**src/rtl/zepto_ctrl.sv**
```systemverilog
// zepto_ctrl: multi-cycle sequencer for the 16-bit ALU.
// It fetches an instruction, reads two registers, issues operands to the ALU,
// then either writes the result back or redirects the pc.
module zepto_ctrl #(
    parameter logic [15:0] RESET_PC      = 16'h0000,
    parameter int unsigned FETCH_TIMEOUT = 16
) (
    input  logic        clk,
    input  logic        rst_n,
    input  logic        start,
    output logic        imem_req,
    output logic [15:0] imem_addr,
    input  logic        imem_valid,
    input  logic [15:0] imem_data,
    output logic [3:0]  rf_raddr_a,
    output logic [3:0]  rf_raddr_b,
    input  logic [15:0] rf_rdata_a,
    input  logic [15:0] rf_rdata_b,
    output logic        rf_we,
    output logic [3:0]  rf_waddr,
    output logic [15:0] rf_wdata,
    output logic [15:0] alu_a,
    output logic [15:0] alu_b,
    output logic [15:0] alu_imm,
    output logic [3:0]  alu_op,
    input  logic [15:0] alu_res,
    input  logic        alu_zero,
    input  logic [3:0]  alu_status,
    output logic [15:0] pc,
    output logic        halted,
    output logic        illegal,
    output logic        zero_flag,
    output logic [15:0] instr_count
);

    localparam int TW = (FETCH_TIMEOUT > 1) ? $clog2(FETCH_TIMEOUT) : 1;

    typedef enum logic [2:0] {
        S_IDLE, S_FETCH, S_DECODE, S_EXECUTE, S_WRITEBACK, S_HALTED, S_ERROR
    } state_t;

    state_t          r_state, w_state_next;
    logic [15:0]     r_inst;
    logic [TW-1:0]   r_timer;
    logic [15:0]     r_pc;
    logic [15:0]     r_count;
    logic [15:0]     r_alu_a, r_alu_b, r_alu_imm, r_wdata;
    logic [3:0]      r_alu_op;
    logic            r_zero_cap, r_zero_flag;

    // Instruction field decode from the latched instruction word.
    logic [3:0] w_opc, w_rd;
    logic       w_is_reg_alu, w_is_imm_alu, w_is_alu, w_is_skip, w_is_jump, w_is_halt;
    logic       w_is_illegal, w_timeout, w_skip_take;

    assign w_opc        = r_inst[15:12];
    assign w_rd         = r_inst[11:8];
    assign w_is_reg_alu = (w_opc <= 4'h4);
    assign w_is_imm_alu = (w_opc >= 4'h8) && (w_opc <= 4'hC);
    assign w_is_alu     = w_is_reg_alu || w_is_imm_alu;
    assign w_is_skip    = (w_opc == 4'hD);
    assign w_is_jump    = (w_opc == 4'hE);
    assign w_is_halt    = (w_opc == 4'hF);
    assign w_is_illegal = ((w_opc >= 4'h5) && (w_opc <= 4'h7)) ||
                          (w_is_skip && (w_rd[3:2] != 2'b00));
    assign w_timeout    = (r_timer == TW'(FETCH_TIMEOUT - 1));

    // alu_status is {eq, neq, geq, lt}; cond 00 selects eq (bit 3) down to 11 -> lt (bit 0).
    always_comb begin
        w_skip_take = 1'b0;
        case (w_rd[1:0])
            2'b00:   w_skip_take = alu_status[3];
            2'b01:   w_skip_take = alu_status[2];
            2'b10:   w_skip_take = alu_status[1];
            default: w_skip_take = alu_status[0];
        endcase
    end

    // State register.
    always_ff @(posedge clk or negedge rst_n) begin
        if (!rst_n) r_state <= S_IDLE;
        else        r_state <= w_state_next;
    end

    // Next-state logic; HALTED and ERROR are only left through reset.
    always_comb begin
        w_state_next = r_state;
        case (r_state)
            S_IDLE:      if (start) w_state_next = S_FETCH;
            S_FETCH: begin
                if (imem_valid)     w_state_next = S_DECODE;
                else if (w_timeout) w_state_next = S_ERROR;
            end
            S_DECODE: begin
                if (w_is_illegal)   w_state_next = S_ERROR;
                else if (w_is_halt) w_state_next = S_HALTED;
                else                w_state_next = S_EXECUTE;
            end
            S_EXECUTE:   w_state_next = w_is_alu ? S_WRITEBACK : S_FETCH;
            S_WRITEBACK: w_state_next = S_FETCH;
            S_HALTED:    w_state_next = S_HALTED;
            S_ERROR:     w_state_next = S_ERROR;
            default:     w_state_next = S_IDLE;
        endcase
    end

    // Datapath: fetch latch, operand issue, result capture, pc and retire count.
    always_ff @(posedge clk or negedge rst_n) begin
        if (!rst_n) begin
            r_inst      <= 16'h0000;
            r_timer     <= '0;
            r_pc        <= RESET_PC;
            r_count     <= 16'h0000;
            r_alu_a     <= 16'h0000;
            r_alu_b     <= 16'h0000;
            r_alu_imm   <= 16'h0000;
            r_alu_op    <= 4'h0;
            r_wdata     <= 16'h0000;
            r_zero_cap  <= 1'b0;
            r_zero_flag <= 1'b0;
        end else begin
            r_timer <= '0;
            case (r_state)
                S_FETCH: begin
                    if (imem_valid)      r_inst  <= imem_data;
                    else if (!w_timeout) r_timer <= r_timer + 1'b1;
                end
                S_DECODE: begin
                    if (!w_is_illegal && (w_is_alu || w_is_skip)) begin
                        r_alu_a  <= rf_rdata_a;
                        r_alu_op <= w_is_skip ? 4'h0 : {1'b0, w_opc[2:0]};
                        if (w_is_imm_alu) begin
                            r_alu_b   <= (w_opc == 4'hA) ? 16'hFFFF : 16'h0000;
                            r_alu_imm <= {12'h000, r_inst[3:0]};
                        end else begin
                            r_alu_b   <= rf_rdata_b;
                            r_alu_imm <= (w_opc == 4'h2) ? 16'hFFFF : 16'h0000;
                        end
                    end
                    if (!w_is_illegal && w_is_halt) r_count <= r_count + 16'd1;
                end
                S_EXECUTE: begin
                    if (w_is_alu) begin
                        r_wdata    <= alu_res;
                        r_zero_cap <= alu_zero;
                    end else begin
                        if (w_is_skip)      r_pc <= r_pc + (w_skip_take ? 16'd2 : 16'd1);
                        else if (w_is_jump) r_pc <= {r_pc[15:8], r_inst[7:0]};
                        r_count <= r_count + 16'd1;
                    end
                end
                S_WRITEBACK: begin
                    r_zero_flag <= r_zero_cap;
                    r_pc        <= r_pc + 16'd1;
                    r_count     <= r_count + 16'd1;
                end
                default: ;
            endcase
        end
    end

    assign imem_req    = (r_state == S_FETCH);
    assign imem_addr   = r_pc;
    assign rf_raddr_a  = r_inst[7:4];
    assign rf_raddr_b  = r_inst[3:0];
    assign rf_we       = (r_state == S_WRITEBACK);
    assign rf_waddr    = r_inst[11:8];
    assign rf_wdata    = r_wdata;
    assign alu_a       = r_alu_a;
    assign alu_b       = r_alu_b;
    assign alu_imm     = r_alu_imm;
    assign alu_op      = r_alu_op;
    assign pc          = r_pc;
    assign halted      = (r_state == S_HALTED);
    assign illegal     = (r_state == S_ERROR);
    assign zero_flag   = r_zero_flag;
    assign instr_count = r_count;

endmodule
```
**config.mk**
```make
export PLATFORM = sky130hd
export DESIGN_NAME = zepto_ctrl
export DESIGN_NICKNAME = d
export VERILOG_FILES = /design/src/rtl/zepto_ctrl.sv
export SDC_FILE = /design/constraint.sdc
export NUM_CORES = 1
export LEC_CHECK = 0
export ABC_AREA = 1
export ABC_CLOCK_PERIOD_IN_PS = 3610
export CORE_ASPECT_RATIO = 2
export CORE_UTILIZATION = 47
export DETAILED_ROUTE_END_ITERATION = 7
export PLACE_DENSITY_LB_ADDON = 0.3
export SLEW_MARGIN = 10
export SYNTH_ARGS = -nofsm -noshare
export SYNTH_HDL_FRONTEND = slang
export SYNTH_SLANG_ARGS = --single-unit
```
**constraint.sdc**
```tcl
create_clock -name clk -period 3.61 [get_ports clk]
set_clock_uncertainty 0.15 [all_clocks]
set_input_delay 0.5415 -clock clk [delete_from_list [all_inputs] [get_ports clk]]
set_output_delay 0.5415 -clock clk [all_outputs]
set_load 0.05 [all_outputs]
```
==> impl_results.md, run 1 <==
* Critical Path Start Type: register
* RSZ-0062 raised after global routing: no
* Critical path class: register to output port
* Clk slew on worst S/H paths at 0.06 ns
* Register area share after synthesis at 45.34%
* Worst Path Required at 2.92 ns
* Port bufs at 204
* Die footprint at 13760 um2
* Hold Slack at -0.008440 ns
* M1 wire length at 6101 um
* Synthesized area at 6237 um2
* ANT cells at 0
* DR iter-0 viols at 353
* Rows at 59
* Max layer used: met4
* Fillers at 1093
* Clock tree buffer depth at 2
* Synth top area cells: dfrtp_1, nand2_1, buf_4
* Num Clock Sinks at 113
* Routed via count at 5840
* Area growth, synth to finish at 38.94%
* Min cycle time layout at 3.023 ns
* Routed len/inst at 14.84 um
* Number of global-route vias before repair at 5774
* Grt ovf at 0
* Drt via density at 5.048
* Power Dens Cells at 1079 nW/um2
* Pins Over Slew Limit at 0
* Setup crit end kind: output port
* Starting Density at 48.01%
* Critical Path AT at 2.33 ns
* Drt total wl at 17170 um
* Routed wire length on met3 at 801 um
* Final Cycle Share at 83.73%
* Gate Count Post-Synth at 830
* Area leader, netlist: dfrtp_1
* Synth top area share at 45.34%
* ANT nets after route at 0
* Chip width at 83.46 um
* Synth cell types at 33
* Area occupied by registers at 2828 um2
* LEAKAGE at 4.171 nW
* Met2 WL at 9445 um
* Total power at 0.009348 W
* Worst-Margin Slew at 0.8254 ns
* Post-CTS Setup Inserts at 0
* Max_slew headroom at 44.82%
* Placed wire-length estimate at 12770 um
* Largest net degree at the start of global routing at 68
* Chip height at 164.9 um
* Status: complete, but fails checks
* Max-Cap Viols at 0
* Clk_lat worst skew at 0.41 ns
* IO Pins at 206
* FF+latch count, synth at 113
* Clock root buffer: clkbuf_16
* Final setup TNS at 0 ns
* Syn nets at 909
* Syn_area_per_cell at 7.515 um2
* DRC violations left at 0
* Total CTS buffers at 17
* Post_cts resized at 0
* HP Class: input pin to asynchronous set/reset pin
* First-pass GRT wire length at 26900 um
* Final GP Congestion at 0.9045
* Yosys warning total at 0
* # setup viols final at 0
* Area taken by multi-input logic gates at 2691 um2
* Hold buffers post-CTS at 0
* DRT Pass-1 Iters at 4
* Worst vdd ir at 0.9115 mV
* Share of cells above drive strength 1 at 6.965%
* CTS tree: built
* Gr usage total at 25.16%
* Htree depth at 4
* Crit Path Max Fanout at 5
* Antenna violations before repair at 0
* Placeable Area at 12990 um2
* Layout net count at 1072
* Failing checks: hold timing
* Fmax at 330.8 MHz
* Hold Vio Cnt, Final at 11
cells by family (layout without fill, tap and decap cells):
| family | Yosys count | after routing | share of synthesized area, % |
|---|---|---|---|
| adders and majority gates | 6 | 6 | 1.324 |
| DFF | 113 | 113 | 45.34 |
| buffers and inverters | 132 | 307 | 11.51 |
| other | 1 | 1 | 0.06012 |
| and+or+nand+nor | 483 | 483 | 32.06 |
| AOI/OAI and AO/OA | 71 | 71 | 6.139 |
| muxes | 5 | 5 | 0.9026 |
| xor gates and xnor gates | 19 | 19 | 2.668 |
cell usage after synthesis:
library cell and count:
nand2_1 340, dfrtp_1 113, inv_1 61, nand3_1 53, nor2_1 53, buf_4 47
o21ai_0 27, a21oi_1 25, xor2_1 16, nor2_2 12, nand4_1 8, o21ai_1 8
buf_2 7, clkbuf_1 7, nor3_1 7, buf_6 5, ha_1 5, inv_2 5
mux2_2 5, o211ai_1 5, nand2_2 3, nand3_2 3, xnor2_1 3, a22oi_1 2
nor3_4 2, a31oi_1 1, conb_1 1, fa_1 1, nor3_2 1, nor3b_1 1
o21ai_2 1, o21bai_1 1, o31ai_1 1
state kept, by name (all words and copies together) (netlist names):
signal,cells
alu_a,16
alu_b,16
alu_imm,5
alu_op,3
imem_addr,16
instr_count,16
r_inst,16
r_state,3
r_timer,4
r_zero_cap,1
rf_wdata,16
zero_flag,1
power by group:
part / internal (W) / switching, W / leakage [nW]
clock: 0.00112 / 0.000603 / 0.284
combinational: 0.00164 / 0.00364 / 2.49
sequential: 0.00181 / 0.000537 / 1.39
total: 0.00457 / 0.00478 / 4.17
cell usage in the layout (no fill, tap or decap), types with 5 or more instances in the layout:
cell type          n
clkinvlp_4         5
clkdlybuf4s50_1  203
nand2_1          340
o21ai_1            8
xor2_1            16
nor2_1            53
nor2_2            12
dfrtp_1          113
buf_4              6
inv_1             61
o211ai_1           5
mux2_2             5
o21ai_0           27
nand3_1           53
nand4_1            8
inv_2              5
a21oi_1           25
ha_1               5
nor3_1             7
clkbuf_16         17
metal layers:
metal / track usage (%) / vias up
met5: 0 / -
met3: 5.747 / 52
met2: 48.29 / 193
met1: 23.99 / 2702
li1: - / 2893
met4: 15.18 / 0
final timing paths:
path / cells past startpoint / startpoint / end / slack (ns)
max reg2reg: 15 / r_inst[9] / imem_addr[12] / 1.16
min in group clk: 2 / alu_b[4] / alu_b[4] / 0.32
max in group asynchronous: 2 / rst_n / r_timer[2] / 2.54
max: 4 / r_state[1] / rf_we / 0.59
min: 1 / rst_n / alu_a[13] / -0.008
min reg2reg: 2 / alu_b[4] / alu_b[4] / 0.32
metrics by stage:
stage	hold WS, ns	utilization (%)	worst slack (ns)	instance area (um2)	instances
global route	0.03245	66.70	0.4837	8666	1157
floorplan	0.09591	-	1.284	6237	830
global placement	0.3019	61.99	0.6535	8054	1126
detailed placement	0.3080	61.99	0.6165	8054	1126
finish	-0.008440	66.70	0.5874	8666	1157
CTS	0.007432	66.70	0.5784	8666	1157
final cells by class:
class | count | share of cell area (%)
repair buffers | 210 | 24.20
flip-flops and latches | 113 | 32.63
clock buffers | 19 | 5.227
multi-input cells | 585 | 31.06
clock inverters | 12 | 1.834
well taps | 152 | 2.195
inverters | 66 | 2.859
worst max-delay path: stages, from the launching register on:
cell             delay (ns)
dfrtp_1                0.45
inv_2                  0.14
nand2_1                0.11
nor2_1                 0.32
clkdlybuf4s50_1        0.90
No activity file was read; power rests on OpenSTA's default activity.
==> inputs of run 2 (changes only) <==
--- a/config.mk
+++ b/config.mk
@@ -6,7 +6,7 @@
 export NUM_CORES = 1
 export LEC_CHECK = 0
 export ABC_AREA = 1
-export ABC_CLOCK_PERIOD_IN_PS = 3610
+export ABC_CLOCK_PERIOD_IN_PS = 2800
 export CORE_ASPECT_RATIO = 2
 export CORE_UTILIZATION = 47
 export DETAILED_ROUTE_END_ITERATION = 7
==> constraint.sdc (replaced) <==
create_clock -name clk -period 2.8 [get_ports clk]
set_clock_uncertainty 0.15 [all_clocks]
set_input_delay 0.42 -clock clk [delete_from_list [all_inputs] [get_ports clk]]
set_output_delay 0.42 -clock clk [all_outputs]
set_load 0.05 [all_outputs]
==> run 2 against run 1 <==
- the run now ends clean
- count of clock-buffer cells in the layout grew 1
- flip-flop and latch count did not move
- non-clock buffer count up 8
- worst hold slack gained 0.32 ns
==> impl_results.md, run 2 (same netlist as run 1, synthesis figures left out) <==
* Status: finished clean
* Final Cycle Share at 93.84%
* LEAKAGE at 4.240 nW (+1.7%)
* HP Class: register to register
* Most frequent cells in the layout: nand2_1, clkdlybuf4s50_1, dfrtp_1
* Area growth, synth to finish at 40.58%
* Drt via density at 5.059 (+0.23%)
* Antenna violations before repair at 0 (unchanged)
* DR iter-0 viols at 385 (+9.1%)
* Pins Over Slew Limit at 0 (unchanged)
* Final GP Congestion at 0.8616 (-4.7%)
* Critical Path AT at 2.06 ns (-0.27 ns)
* Chip width at 83.46 um (unchanged)
* DRT Pass-1 Iters at 5 (+1)
* Num Clock Sinks at 113 (unchanged)
* DRC violations left at 0 (unchanged)
* Critical Path Start Type: register
* Drt total wl at 17250 um (+0.47%)
* Most common cell after layout, fill and taps aside: nand2_1
* Grt ovf at 0 (unchanged)
* Post-CTS Setup Inserts at 0 (unchanged)
* # setup viols final at 0 (unchanged)
* Layout net count at 1080 (+0.75%)
* Clk slew on worst S/H paths at 0.05 ns (about the same)
* Clk_lat worst skew at 0.41 ns (about the same)
* Chip height at 164.9 um (unchanged)
* Min cycle time layout at 2.628 ns
* Number of global-route vias before repair at 5738 (-0.62%)
* R2R Setup Slk at 0.30 ns (-0.86 ns)
* Hold Slack at 0.3160 ns (+0.3245 ns)
* Placed Cells at 1133 (+0.62%)
* Critical path class: register to output port
* Hold Vio Cnt, Final at 0 (-11)
* RSZ-0062 raised after global routing: no
* Die footprint at 13760 um2 (unchanged)
* Rows at 59 (unchanged)
* Post_cts resized at 0 (unchanged)
* Fmax at 380.6 MHz
* Routed len/inst at 14.82 um (-0.14%)
* CTS tree: built
* Total CTS buffers at 17 (unchanged)
* Crit Path Max Fanout at 8 (+3)
* Worst Path Required at 2.23 ns (-0.69 ns)
* Clock root buffer: clkbuf_16
* Setup crit end kind: output port
* Share of cells above drive strength 1 at 7.510% (+0.54 points)
* ANT cells at 0 (unchanged)
* IO Pins at 206 (unchanged)
* Worst vdd ir at 0.9839 mV (+8.0%)
* Worst setup margin at 0.1725 ns (-0.4149 ns)
* Total power at 0.01219 W (+30%)
* Hold buffers post-CTS at 1 (+1)
* Max_slew headroom at 41.80% (-3.0 points)
* Placed wire-length estimate at 12950 um (+1.5%)
* Max-Cap Viols at 0 (unchanged)
* Finished Layout Cells at 1164 (+0.61%)
* Starting Density at 48.01% (unchanged)
* Placeable Area at 12990 um2 (unchanged)
* Largest net degree at the start of global routing at 45 (-34%)
* Gr usage total at 25.56% (+0.39 points)
* Htree depth at 4 (unchanged)
* Power Dens Cells at 1390 nW/um2 (+29%)
* Clock tree buffer depth at 2 (unchanged)
* Port bufs at 204 (unchanged)
* First-pass GRT wire length at 27300 um (+1.5%)
* Routed via count at 5889 (+0.84%)
* ANT nets after route at 0 (unchanged)
* DP Worst Slack at -0.02894 ns (-0.6454 ns)
* Worst-Margin Slew at 0.8720 ns (+0.04657 ns)
run 2: cell types whose count changed in the layout (fill, tap and decap cells not counted), sizes merged:
cell,change
clkinvlp,-4
dlygate4sd3,+1
clkinv,+2
inv,-1
clkbuf,+1
bufinv,+1
buf,+8
clkdlybuf4s50,-1
run 2: final cells by class:
cell class / count / area (um2)
Clock buffer: 20 / 456.7
Clock inverter: 10 / 160.2
Fill cell: 1082 / 4224
Inverter: 66 / 247.7
Multi-Input combinational cell: 585 / 2691
Sequential cell: 113 / 2828
Tap cell: 152 / 190.2
Timing Repair Buffer: 218 / 2195
run 2: critical path: stages (launching register included):
cell	delay, ns
dfrtp_1	0.50
nor3_4	0.28
clkdlybuf4s50_1	0.87
run 2: metal layers:
layer | share of wire (%) | up-vias | track usage (%)
li1 | - | 2905 | -
met5 | 0 | - | 0
met3 | 4.3 | 42 | 5.147
met4 | 3.1 | 0 | 12.94
met2 | 58 | 199 | 49.89
met1 | 35 | 2743 | 25.11
run 2: power by group:
| part | total, W | internal (W) | switching [W] |
|---|---|---|---|
| Sequential | 0.00301 | 0.00233 | 0.000680 |
| Clock | 0.00227 | 0.00152 | 0.000749 |
| Combinational | 0.00691 | 0.00219 | 0.00472 |
| Total | 0.0122 | 0.00604 | 0.00615 |
run 2: worst paths after layout:
| check | cells past startpoint | startpoint | end |
|---|---|---|---|
| worst max-delay path | 2 | r_state[2] | imem_req |
| worst min register to register | 2 | alu_b[0] | alu_b[0] |
| max in group asynchronous | 3 | rst_n | zero_flag |
| min in group asynchronous | 2 | rst_n | instr_count[2] |
| worst min-delay path | 2 | alu_b[0] | alu_b[0] |
| worst max register to register | 6 | r_state[2] | alu_op[0] |
run 2: through the flow:
step / instance area (um2) / util, % / TNS [ns]
6_report: 8768 / 67.49 / 0
5_1_grt: 8768 / 67.49 / 0
4_1_cts: 8768 / 67.49 / 0
3_5_place_dp: 8142 / 62.66 / -0.06526
3_3_place_gp: 8142 / 62.66 / 0
2_1_floorplan: 6237 / - / 0
==> inputs of run 3 (changes only) <==
--- a/config.mk
+++ b/config.mk
@@ -8,6 +8,7 @@
 export ABC_AREA = 1
 export ABC_CLOCK_PERIOD_IN_PS = 2800
 export CORE_ASPECT_RATIO = 2
+export CORE_MARGIN = 2
 export CORE_UTILIZATION = 47
 export DETAILED_ROUTE_END_ITERATION = 7
 export PLACE_DENSITY_LB_ADDON = 0.3
==> run 3 against run 2 <==
- fmax shrank 0.25%
- critical path type unchanged
- count of clock-buffer cells in the layout up 3
- via count grew 0.49%
==> impl_results.md, run 3 (same netlist as run 1, synthesis figures left out) <==
* Worst path max stage delay at 0.82 ns (-0.05 ns)
* Htree depth at 4 (unchanged)
* Antenna violations before repair at 0 (unchanged)
* Status: finished clean
* DP Worst Slack at -0.04631 ns (-0.01737 ns)
* Fmax at 379.6 MHz (-0.25%)
* Routed via count at 5918 (+0.49%)
* # setup viols final at 0 (unchanged)
* Drt via density at 5.080 (+0.41%)
* ANT cells at 0 (unchanged)
* Chip height at 166.9 um (+1.2%)
* Critical Path Start Type: register
* Most common cell after layout, fill and taps aside: nand2_1
* Grt ovf at 0 (unchanged)
* Worst Path Required at 2.23 ns (about the same)
* Chip width at 85.46 um (+2.4%)
* Max_slew headroom at 39.22% (-2.6 points)
* R2R Path Start: r_state[1]
* Drt total wl at 17520 um (+1.5%)
* Post-CTS Setup Inserts at 0 (unchanged)
* ANT nets after route at 0 (unchanged)
* Total CTS buffers at 17 (unchanged)
* R2R Setup Slk at 0.26 ns (-0.04 ns)
* Placed Cells at 1132 (-0.088%)
* HP Class: register to register
* Starting Density at 48.01% (unchanged)
* CP Cell Sequence: inv_2, nand3_1, inv_1, clkdlybuf4s50_1
* Worst-Margin Slew at 0.9107 ns (+0.03872 ns)
* Crit Path Max Fanout at 5 (-3)
* Final GP Congestion at 0.9427 (+9.4%)
* Clk slew on worst S/H paths at 0.06 ns (about the same)
* Total power at 0.01221 W (+0.21%)
* Area growth, synth to finish at 40.30%
* CP bufs+invs at 3 (+2)
* FF-to-FF End: alu_a[1]
* Die footprint at 14260 um2 (+3.6%)
* Pins Over Slew Limit at 0 (unchanged)
* Clk_lat worst skew at 0.41 ns (about the same)
* Hold Vio Cnt, Final at 0 (unchanged)
* Slowest-stage cell, CP: clkdlybuf4s50_1
* Critical path class: register to output port
* Placeable Area at 12990 um2 (unchanged)
* Depth of the worst hold-timing path at 2 (unchanged)
* Power Dens Cells at 1396 nW/um2 (+0.41%)
* Clock root buffer: clkbuf_16
* Port bufs at 204 (unchanged)
* Layout net count at 1079 (-0.093%)
* Routed len/inst at 15.04 um (+1.5%)
* Number of global-route vias before repair at 5839 (+1.8%)
* Worst vdd ir at 0.9017 mV (-8.4%)
* RSZ-0062 raised after global routing: no
* Most frequent cells in the layout: nand2_1, clkdlybuf4s50_1, dfrtp_1
* IO Pins at 206 (unchanged)
* Largest net degree at the start of global routing at 52 (+16%)
* First-pass GRT wire length at 28350 um (+3.8%)
* Max-Cap Viols at 0 (unchanged)
* DRC violations left at 0 (unchanged)
* Worst path top cell family by delay: buffers and inverters
* Min cycle time layout at 2.634 ns (+0.006554 ns)
* Final Cycle Share at 94.07% (+0.23 points)
* DR iter-0 viols at 338 (-12%)
* Rows at 59 (unchanged)
* Placed wire-length estimate at 13200 um (+1.9%)
* CTS tree: built
* R2R depth at 7 (+1)
* LEAKAGE at 4.227 nW (-0.32%)
* Critical Path AT at 2.06 ns (about the same)
* Num Clock Sinks at 113 (unchanged)
* Worst hold start: alu_a[15]
* Worst setup margin at 0.1659 ns (-0.006554 ns)
* WHS Endpoint: alu_a[15]
* Finished Layout Cells at 1165 (+0.086%)
* Gr usage total at 25.30% (-0.25 points)
* Share of cells above drive strength 1 at 7.404% (-0.11 points)
* Clock tree buffer depth at 2 (unchanged)
* Setup crit end kind: output port
* DRT Pass-1 Iters at 5 (unchanged)
## run 3: cell count changes in the layout (fill, tap and decap cells not counted)
cell	delta
buf_12	-2
buf_4	+1
clkbuf_1	+2
clkbuf_8	+1
clkinv_2	-1
clkinvlp_4	+1
clkinv_4	-1
## run 3: layout make-up
class / count / area (um2)
well taps: 152 / 190.2
clock buffers: 23 / 478.0
repair buffers: 217 / 2162
multi-input cells: 585 / 2691
clock inverters: 9 / 153.9
fillers: 1065 / 4242
inverters: 66 / 247.7
flip-flops and latches: 113 / 2828
## run 3: power by group
part	internal (W)	switching [W]	leakage (nW)
Combinational	0.00217	0.00474	2.53
Sequential	0.00233	0.000673	1.39
Clock	0.00156	0.000744	0.303
## run 3: per-stage QoR
step	area, um2	util (%)	TNS (ns)	hold slack, ns
final	8751	67.35	0	0.3174
after global routing	8751	67.35	0	0.3357
after detailed placement	8109	62.41	-0.1720	0.3017
after floorplan	6237	-	0	-0.02559
after global placement	8109	62.41	-0.004742	0.2972
after CTS	8751	67.35	0	0.3208
## run 3: worst max path at each step
stage                         end  cells after the start  slack (ns)           from
finish                     halted                      4        0.17     r_state[1]
CTS                        halted                      4        0.15     r_state[1]
floorplan           imem_addr[12]                     16        0.60  alu_status[0]
detailed placement  imem_addr[12]                     17       -0.05  alu_status[0]
global placement    imem_addr[10]                     16      -0.005  alu_status[0]
global route         imem_addr[8]                     13        0.03      r_inst[9]
## run 3: worst register-to-register path, cell delays in order, from the launching register on
cell,delay [ns]
dfrtp_1,0.49
inv_2,0.12
nor3_4,0.21
o211ai_1,0.20
nor2_2,0.73
buf_4,0.38
nand2_1,0.10
nand2_1,0.08
## run 3: repair_timing
item	4_1_cts	5_1_grt
hold buffers	1	0
hold endpoints to repair	40	0
resized for setup	0	0
## run 3: layer usage
metal / share of wire, % / vias to the layer above / GRT usage (%) / wire [um]
met5: 0 / - / 0 / 0
met3: 4.8 / 39 / 5.302 / 842
met1: 34 / 2771 / 24.97 / 6004
met4: 3.5 / 0 / 11.80 / 613
li1: - / 2903 / - / -
met2: 57 / 205 / 48.37 / 10060
